--- src/rtl/hyper_mvblck_frdram.sv ---
// DRAM-to-LSAB block mover: sequences paired-word MCU reads, credit-checked against
// LSAB free space, and strobes LSAB_WRITE in step with the fixed MCU read latency.
module hyper_mvblck_frdram #(
  parameter int RD_LATENCY = 4
) (
  input  logic        CLK,
  input  logic        RST,
  input  logic [5:0]  LSAB_0_SPACE,
  input  logic [5:0]  LSAB_1_SPACE,
  input  logic [5:0]  LSAB_2_SPACE,
  input  logic [5:0]  LSAB_3_SPACE,
  output logic        LSAB_WRITE,
  output logic [1:0]  LSAB_SECTION,
  output logic        LSAB_LAST,
  input  logic [11:0] START_ADDRESS,
  input  logic [5:0]  COUNT_REQ,
  input  logic [1:0]  SECTION,
  input  logic [1:0]  DRAM_SEL,
  input  logic        ISSUE,
  input  logic        CANCEL,
  output logic [5:0]  COUNT_SENT,
  output logic        WORKING,
  output logic        IRQ_OUT,
  output logic        ABRUPT_STOP,
  output logic [11:0] MCU_COLL_ADDRESS,
  output logic [3:0]  MCU_WE_ARRAY,
  output logic [1:0]  MCU_REQUEST_ACCESS
);

  typedef enum logic [2:0] {S_IDLE, S_REQ, S_GAP, S_DRAIN, S_DONE} state_t;

  state_t      state_reg, state_next;
  logic [11:0] track_addr_reg;
  logic [5:0]  remaining_reg;
  logic [5:0]  count_req_reg;
  logic [1:0]  dram_sel_reg;
  logic [6:0]  inflight_reg;
  logic [5:0]  written_reg;
  logic        cancelled_reg;
  logic        busy_reg;
  logic [RD_LATENCY:0]   even_pipe_reg;
  logic [RD_LATENCY+1:0] odd_pipe_reg;

  logic [5:0]  space_sel;
  logic        even_ok, odd_ok, can_issue, issue_req, accept;
  logic [6:0]  need_w;
  logic [5:0]  rem_after;
  logic [11:0] pair_addr;

  always_comb begin
    space_sel = LSAB_0_SPACE;
    case (LSAB_SECTION)
      2'd0: space_sel = LSAB_0_SPACE;
      2'd1: space_sel = LSAB_1_SPACE;
      2'd2: space_sel = LSAB_2_SPACE;
      2'd3: space_sel = LSAB_3_SPACE;
      default: space_sel = LSAB_0_SPACE;
    endcase
  end

  assign pair_addr = {track_addr_reg[11:1], 1'b0};
  assign even_ok   = ~track_addr_reg[0] && (remaining_reg != 6'd0);
  assign odd_ok    = even_ok ? (remaining_reg >= 6'd2) : (remaining_reg >= 6'd1);
  assign need_w    = {6'd0, even_ok} + {6'd0, odd_ok};
  assign rem_after = remaining_reg - need_w[5:0];
  assign can_issue = {1'b0, space_sel} >= (inflight_reg + need_w);
  assign issue_req = (state_reg == S_REQ) && !CANCEL && can_issue;
  assign accept    = (state_reg == S_IDLE) && ISSUE;

  // Even word returns RD_LATENCY cycles after the visible request, odd word one later.
  assign LSAB_WRITE   = even_pipe_reg[RD_LATENCY] | odd_pipe_reg[RD_LATENCY+1];
  assign LSAB_LAST    = LSAB_WRITE && !cancelled_reg && ((written_reg + 6'd1) == count_req_reg);
  assign MCU_WE_ARRAY = 4'b0000;

  always_comb begin
    state_next = state_reg;
    case (state_reg)
      S_IDLE:  if (ISSUE) state_next = (COUNT_REQ == 6'd0) ? S_DONE : S_REQ;
      S_REQ: begin
        if (CANCEL)         state_next = S_DRAIN;
        else if (can_issue) state_next = (rem_after == 6'd0) ? S_DRAIN : S_GAP;
      end
      S_GAP:   state_next = CANCEL ? S_DRAIN : S_REQ;
      S_DRAIN: if (inflight_reg == 7'd0) state_next = S_DONE;
      S_DONE:  state_next = S_IDLE;
      default: state_next = S_IDLE;
    endcase
  end

  always_ff @(posedge CLK or negedge RST) begin
    if (!RST) state_reg <= S_IDLE;
    else      state_reg <= state_next;
  end

  always_ff @(posedge CLK or negedge RST) begin
    if (!RST) begin
      track_addr_reg     <= '0;
      remaining_reg      <= '0;
      count_req_reg      <= '0;
      dram_sel_reg       <= '0;
      inflight_reg       <= '0;
      written_reg        <= '0;
      cancelled_reg      <= 1'b0;
      busy_reg           <= 1'b0;
      even_pipe_reg      <= '0;
      odd_pipe_reg       <= '0;
      LSAB_SECTION       <= '0;
      COUNT_SENT         <= '0;
      WORKING            <= 1'b0;
      IRQ_OUT            <= 1'b0;
      ABRUPT_STOP        <= 1'b0;
      MCU_COLL_ADDRESS   <= '0;
      MCU_REQUEST_ACCESS <= '0;
    end else begin
      even_pipe_reg      <= {even_pipe_reg[RD_LATENCY-1:0], issue_req & even_ok};
      odd_pipe_reg       <= {odd_pipe_reg[RD_LATENCY:0], issue_req & odd_ok};
      inflight_reg       <= inflight_reg + (issue_req ? need_w : 7'd0) - {6'd0, LSAB_WRITE};
      MCU_REQUEST_ACCESS <= issue_req ? dram_sel_reg : 2'b00;
      MCU_COLL_ADDRESS   <= issue_req ? pair_addr : 12'd0;
      WORKING            <= busy_reg;
      IRQ_OUT            <= (state_next == S_DONE);

      if (accept) begin
        track_addr_reg <= START_ADDRESS;
        remaining_reg  <= COUNT_REQ;
        count_req_reg  <= COUNT_REQ;
        dram_sel_reg   <= DRAM_SEL;
        LSAB_SECTION   <= SECTION;
        written_reg    <= '0;
        cancelled_reg  <= 1'b0;
        busy_reg       <= 1'b1;
      end else begin
        if (LSAB_WRITE) written_reg <= written_reg + 6'd1;
        if (issue_req) begin
          track_addr_reg <= pair_addr + 12'd2;
          remaining_reg  <= rem_after;
        end
        if (CANCEL && (state_reg == S_REQ || state_reg == S_GAP)) cancelled_reg <= 1'b1;
        if (state_reg == S_DONE) busy_reg <= 1'b0;
      end

      // Completion results are captured on the way into DONE so they are valid with IRQ_OUT.
      if (state_next == S_DONE) begin
        if (state_reg == S_IDLE) begin
          COUNT_SENT  <= 6'd0;
          ABRUPT_STOP <= 1'b0;
        end else begin
          COUNT_SENT  <= written_reg;
          ABRUPT_STOP <= (written_reg != count_req_reg);
        end
      end
    end
  end

endmodule

--- config.mk ---
export PLATFORM = sky130hd
export DESIGN_NAME = hyper_mvblck_frdram
export DESIGN_NICKNAME = d
export VERILOG_FILES = /design/src/rtl/hyper_mvblck_frdram.sv
export SDC_FILE = /design/constraint.sdc
export NUM_CORES = 1
export LEC_CHECK = 0
export ABC_CLOCK_PERIOD_IN_PS = 6300
export BUFFER_PORTS_ARGS = -buffer_cell sky130_fd_sc_hd__clkbuf_2
export CAP_MARGIN = 30
export CORE_MARGIN = 4
export CORE_UTILIZATION = 58
export CTS_BUF_LIST = sky130_fd_sc_hd__clkbuf_8
export CTS_CLUSTER_SIZE = 14
export DETAILED_ROUTE_END_ITERATION = 8
export PLACE_DENSITY = 0.87
export SETUP_SLACK_MARGIN = 0.02
export SKIP_LAST_GASP = 1
export SLEW_MARGIN = 15
export SYNTH_ARGS = -nofsm -noshare
export SYNTH_HDL_FRONTEND = slang
export SYNTH_SLANG_ARGS = --single-unit
--- constraint.sdc ---
create_clock -name CLK -period 6.3 [get_ports CLK]
set_input_delay 0.63 -clock CLK [delete_from_list [all_inputs] [get_ports CLK]]
set_output_delay 0.63 -clock CLK [all_outputs]
set_load 0.005 [all_outputs]
==> flow_summary.ini, run 1 <==
[drt]
drt-vias-per-instance = 5.70
drt_drc_violations_left = 0
post_drt_wl_per_cell_microns = 16.6
ant_nets = 0
wl_microns = 9870
vias = 3383
drt-initial-drc-count = 246
first_pass_iters = 4

[synthesis]
synth_edf_count = 0
synth_flop_cell = dfrtp_1
syn_area_sq_um = 4260
synthTopCellsByCount = 79 x dfrtp_1, 66 x nand2_1, 31 x nor2_1, 26 x ha_1, 26 x inv_1
ys_warn_count = 0
yosys.cell_types.count = 58
postSynthCellCount = 420
synth_top_area_cell = dfrtp_1
yosysSeqAreaShare_pct = 46.4
synth.area.top_cells = dfrtp_1 46%, ha_1 7.6%, nand2_1 5.8%
async_reset_ff_share_pct = 100
post-synth-top-count-cell = dfrtp_1
ys_seq_elements = 79
yosys.area.top_type_share_pct = 46.4
syn-mean-instance-area_sq_um = 10.2

[status]
status = finished, final reports clean

[layout]
final.fill_count = 525
post-route-util_pct = 70.9
syn2layout_area_growth_pct = 16.1
multi_input_area_sq_um = 2090
largest_reg_flops = 12
regArea_sq_um = 1980
insertedDiodeCount = 0
layout.nets = 572
drive_gt1_share_pct = 22.7
finalInstanceArea_sq_um = 4950

[clock_tree]
cts.sinks = 79
clkSlewWorstSetupHoldPaths_ns = 0.09
post_cts_resized = 0
cts-hold-fix-buffers = 0
cts_tree = built
cts_setup_buffers = 0
htreeDepth = 3
numCtsBuffers = 9
clockBufferDepth = 2
clock_latency_ns = 0.35
cts_root_buffer = clkbuf_8

[critical_path]
worstPathArrival_ns = 5.83
reg2reg_depth = 24
path_class = register to register
cp_max_fo = 14
endpoint_kind = register
crit_family = adder cells
cp_cell_sequence = or3_1 > nor4_1 > nor2_1 > ha_1 > ha_1 > fa_1 > xnor2_1 > ha_1 > a21oi_1 > o21ai_1 > a221oi_4 > nor2_4 > nand2_1 > ha_1 > inv_1 > ha_1 > inv_1 > fa_1 > nand2b_1 > a21oi_1 > o21ai_0 > a21oi_1 > nor2_1 > xnor2_1
cp_slowest_cell = a221oi_4
ff2ff_setup_slack_ns = 0.71
max_stage_delay_ns = 0.55
worstSetupStartpointType = register
crit_top_cell = ha_1
worstReg2RegEnd = inflight_reg[6]
r2r-start = remaining_reg[4]
critical_path_required_ns = 6.54
crit_buf_inv = 2

[global_route]
grtUsageMet2_pct = 39.6
busiest_layer = met2
grt_max_degree = 80
grt_pass1_vias = 3368
grt_pass1_wl_microns = 16700
overflow = 0
antenna_found_initial = 0
gr-usage-met1_pct = 32.4
grt_usage_pct = 24.2
grt_use_met3_pct = 4.17

[worst_hold_path]
holdCritPathClass = input pin to asynchronous set/reset pin

[pwr]
vdd_drop_max_mv = 0.186
power_density_nw_per_um2 = 415
cellLeakagePower_nw = 2.50

[floorplan]
fp.dieH_microns = 93.7
fp.dieW_microns = 93.7
core_sq_um = 6980
dieArea_sq_um = 8790
start_util_pct = 61.1
num_rows = 30
io_pins = 81

[run]
max_cap_violations = 0

[sta]
period_share_pct = 88.8
min_period_ns = 5.59
whs_ns = 0.120
drv_slew = 0
fmax_ghz = 0.179
worstMarginPinSlew_ns = 0.578
max-slew-margin-rel_pct = 61.5
rsz0062_at_grt = false
tns_ns = 0
setup_viol = 0
fin_worst_skew_ns = 0.00802
finalHoldViolations = 0

[place]
place_area_sq_um = 4690
numPortBuffers = 75
gp_congestion = 0.931
dp_hpwl_microns = 7140
[metal layers]
layer	vias to the layer above	routed length [microns]
met4	0	244
met2	128	5090
met1	1639	3900
li1	1594	-
met3	22	631
met5	-	0
[cells in the final DEF (no fill, tap or decap), drive strengths merged, types with 2 or more instances in the layout]
master   n
clkbuf  83
dfrtp   79
nand2   66
nor2    32
inv     30
ha      26
o21ai   19
xnor2   17
a21oi   16
and3    15
xor2    11
nor3    11
nand3    8
mux4     6
nor4     6
a21o     5
a311oi   5
conb     5
buf      5
a211oi   4
nand4    4
nor2b    3
nand2b   3
a31oi    3
and2     3
fa       3
or3      2
a221o    2
o221ai   2
a32o     2
bufinv   2
a221oi   2
[how the worst max path moves through the flow]
stage / start / end / slack (ns) / depth (start not counted)
2_1_floorplan: remaining_reg[4] / inflight_reg[6] / 1.18 / 25
3_3_place_gp: remaining_reg[4] / inflight_reg[6] / 0.96 / 24
3_5_place_dp: remaining_reg[4] / inflight_reg[6] / 0.72 / 24
4_1_cts: remaining_reg[4] / inflight_reg[6] / 0.70 / 24
5_1_grt: remaining_reg[4] / inflight_reg[6] / 0.35 / 24
6_report: remaining_reg[4] / inflight_reg[6] / 0.71 / 24
[worst reg2reg max path: stages, from the launching register on]
cell,delay (ns)
dfrtp_1,0.41
or3_1,0.44
nor4_1,0.28
nor2_1,0.08
ha_1,0.35
ha_1,0.22
fa_1,0.43
xnor2_1,0.15
ha_1,0.30
a21oi_1,0.14
o21ai_1,0.14
a221oi_4,0.55
nor2_4,0.18
nand2_1,0.11
ha_1,0.22
inv_1,0.06
ha_1,0.15
inv_1,0.05
fa_1,0.38
nand2b_1,0.16
a21oi_1,0.21
o21ai_0,0.12
a21oi_1,0.16
nor2_1,0.07
xnor2_1,0.12
[logic make-up after synthesis]
family,Yosys count,synth area share (%)
and+or+nand+nor,157,17.9
DFF,79,46.4
AOI/OAI and AO/OA,72,12.1
buffers and inverters,48,5.16
adders and majority gates,29,9.04
xor gates and xnor gates,28,6.19
muxes,6,3.17
other,1,0.0879
[layout make-up]
type	instances	share of cell area [%]
inverter	27	2.05
tap	96	2.43
clock buffer	9	2.50
clock inverter	7	2.28
multi-input combinational	297	42.2
sequential	79	39.9
timing repair buffer	79	8.65
[per-stage QoR]
| step | worst slack, ns | cells | total power, mW |
|---|---|---|---|
| detailed placement | 0.718 | 577 | 1.60 |
| finish | 0.708 | 594 | 2.06 |
| floorplan | 1.18 | 424 | 1.39 |
| global route | 0.348 | 594 | 2.22 |
| CTS | 0.702 | 593 | 2.05 |
| global placement | 0.963 | 577 | 1.55 |
[report_power, final]
group	switching (mW)	internal [mW]
Clock	0.210	0.232
Sequential	0.162	0.626
Combinational	0.462	0.365
Total	0.834	1.22
Note: power is estimated with default switching activity, not from simulation.
==> run 2, diff against run 1 <==
--- a/config.mk
+++ b/config.mk
@@ -5,6 +5,7 @@
 export SDC_FILE = /design/constraint.sdc
 export NUM_CORES = 1
 export LEC_CHECK = 0
+export ABC_AREA = 1
 export ABC_CLOCK_PERIOD_IN_PS = 6300
 export BUFFER_PORTS_ARGS = -buffer_cell sky130_fd_sc_hd__clkbuf_2
 export CAP_MARGIN = 30
==> run 2 against run 1 <==
Against the previous run: clock power decreased by 8.1%; design area grew 1.3%; area after synthesis is 2.0% higher; global-route usage down 0.96 points; cell count up 20%; largest cell class unchanged; first-iteration DRC count increased by 29%; sequential share of layout area shrank 0.52 points; non-clock buffer count is 2 lower.
==> flow_summary.ini, run 2 <==
[status]
status = finished, final reports clean

[drt]
drt_drc_violations_left = 0
drt-vias-per-instance = 5.27
vias = 3765
ant_nets = 0
post_drt_wl_per_cell_microns = 13.5
drt-initial-drc-count = 318
wl_microns = 9610
first_pass_iters = 6

[synthesis]
post-synth-top-count-cell = nand2_1
synth.area.top_cells = dfrtp_1 45%, nand2_1 12%, ha_1 7.5%
synth_top_area_cell = dfrtp_1
async_reset_ff_share_pct = 100
postSynthCellCount = 534
synth_edf_count = 0
syn_area_sq_um = 4350
yosysSeqAreaShare_pct = 45.4
yosys.cell_types.count = 31
yosys.area.top_type_share_pct = 45.4
ys_warn_count = 0
syn-mean-instance-area_sq_um = 8.15
ys_seq_elements = 79
synthTopCellsByCount = 137 x nand2_1, 79 x dfrtp_1, 67 x inv_1, 53 x nor2_1, 42 x nand3_1
synth_flop_cell = dfrtp_1

[place]
gp_congestion = 0.888
numPortBuffers = 75
dp_hpwl_microns = 6900

[sta]
fmax_ghz = 0.193
tns_ns = 0
max-slew-margin-rel_pct = 61.4
setup_viol = 0
finalHoldViolations = 0
period_share_pct = 82.3
worstMarginPinSlew_ns = 0.579
drv_slew = 0
fin_worst_skew_ns = 0.00860
min_period_ns = 5.19
rsz0062_at_grt = false

[clock_tree]
htreeDepth = 3
clkSlewWorstSetupHoldPaths_ns = 0.09
clockBufferDepth = 2
clock_latency_ns = 0.36
numCtsBuffers = 9
post_cts_resized = 0
cts_setup_buffers = 0
cts-hold-fix-buffers = 0
cts_root_buffer = clkbuf_8
cts_tree = built
cts.sinks = 79

[layout]
layout.nets = 689
multi_input_area_sq_um = 2020
regArea_sq_um = 1980
insertedDiodeCount = 0
post-route-util_pct = 69.1
layout_commonest_cell = nand2_1
largest_reg_flops = 12
syn2layout_area_growth_pct = 15.3
final.fill_count = 548
mostFrequentLayoutCells = 137 x nand2_1, 79 x dfrtp_1, 74 x clkbuf_2
drive_gt1_share_pct = 17.2

[pwr]
p_int_mw = 1.11
seqPwrFrac_pct = 36.9
total_power_mw = 1.89
power_density_nw_per_um2 = 377
vdd_drop_max_mv = 0.217
combPwrFrac_pct = 41.7
swShare_pct = 41.5
pwr-share-clk_pct = 21.4
cellLeakagePower_nw = 2.72
p_switching_uw = 784

[critical_path]
critical_path_required_ns = 6.54
path_class = register to register
cp_max_fo = 23
cp_slowest_cell = fa_1
max_stage_delay_ns = 0.45
endpoint_kind = register
worstSetupStartpointType = register
r2r-start = remaining_reg[2]
crit_start = remaining_reg[2]
worstPathArrival_ns = 5.43

[global_route]
grt_pass1_vias = 3652
grt_usage_pct = 23.3
grt_pass1_wl_microns = 16300
antenna_found_initial = 0
overflow = 0
grt_max_degree = 80

[floorplan]
fp.dieW_microns = 94.6
core_sq_um = 7250
io_pins = 81
start_util_pct = 60.0
num_rows = 31
fp.dieH_microns = 94.6
dieArea_sq_um = 8950

[worst_hold_path]
holdCritPathClass = input pin to asynchronous set/reset pin

[run]
max_cap_violations = 0
-- run 2: cell count changes after synthesis, moves of 5 or more --
cell,previous run,this run
clkbuf_1,10,3
xor2_1,11,21
a311oi_1,5,0
inv_1,26,67
nor2_1,31,53
nand3_1,8,42
mux4_2,6,0
nand2_1,66,137
xnor2_1,16,5
and3_1,14,0
a21o_1,5,0
o21ai_1,5,0
o21ai_0,13,34
-- run 2: cell families after synthesis --
group,Yosys count,share of synthesized area [%]
simple gates,254,24.4
buf+inv,87,8.43
flops,79,45.4
compound gates,58,7.54
fa+ha+maj,29,8.86
xor+xnor,26,5.23
other cells,1,0.0862
-- run 2: power by group through the flow --
stage / Clock (mW) / Sequential [mW] / Combinational, mW
6_report: 0.406 / 0.697 / 0.789
4_1_cts: 0.412 / 0.697 / 0.787
3_5_place_dp: 0 / 0.706 / 0.773
5_1_grt: 0.427 / 0.713 / 0.919
3_3_place_gp: 0 / 0.699 / 0.737
2_1_floorplan: 0 / 0.688 / 0.598
-- run 2: worst paths after layout --
path | to | slack, ns | cells past startpoint
worst max-delay path | inflight_reg[6] | 1.11 | 30
worst min-delay path | count_req_reg[4] | 0.13 | 1
worst max register to register | inflight_reg[6] | 1.11 | 30
worst min register to register | odd_pipe_reg[3] | 0.35 | 0
max in group asynchronous | inflight_reg[2] | 5.59 | 2
min in group CLK | odd_pipe_reg[3] | 0.35 | 0
-- run 2: final cells by class --
cell class	count	share of cell area, %
Tap cell	99	2.47
Multi-Input combinational cell	372	40.3
Clock inverter	6	1.50
Clock buffer	10	2.74
Sequential cell	79	39.4
Timing Repair Buffer	77	8.23
Inverter	71	5.31
-- run 2: metal layers --
layer	GRT usage, %	up-vias	wire length, microns
met2	39.4	109	4990
met1	29.8	1795	3980
met3	3.59	21	434
li1	-	1840	-
met5	0	-	0
met4	9.62	0	209
-- run 2: worst max-delay path: cells and delay by family (launching register included) --
| kind | cells | cell delay (ns) |
|---|---|---|
| simple gates | 13 | 1.17 |
| compound gates | 2 | 0.40 |
| xor+xnor | 2 | 0.21 |
| buf+inv | 6 | 0.68 |
| flops | 1 | 0.43 |
| fa+ha+maj | 7 | 2.18 |
-- run 2: per-stage QoR --
stage          setup WS, ns  cells  hold slack [ns]  area [sq um]
2_1_floorplan          1.86    538            0.331          4370
3_3_place_gp           1.44    697            0.332          4770
3_5_place_dp           1.21    697            0.336          4770
4_1_cts                1.10    713            0.357          4990
5_1_grt               0.670    714            0.144          5010
6_report               1.11    714            0.134          5010
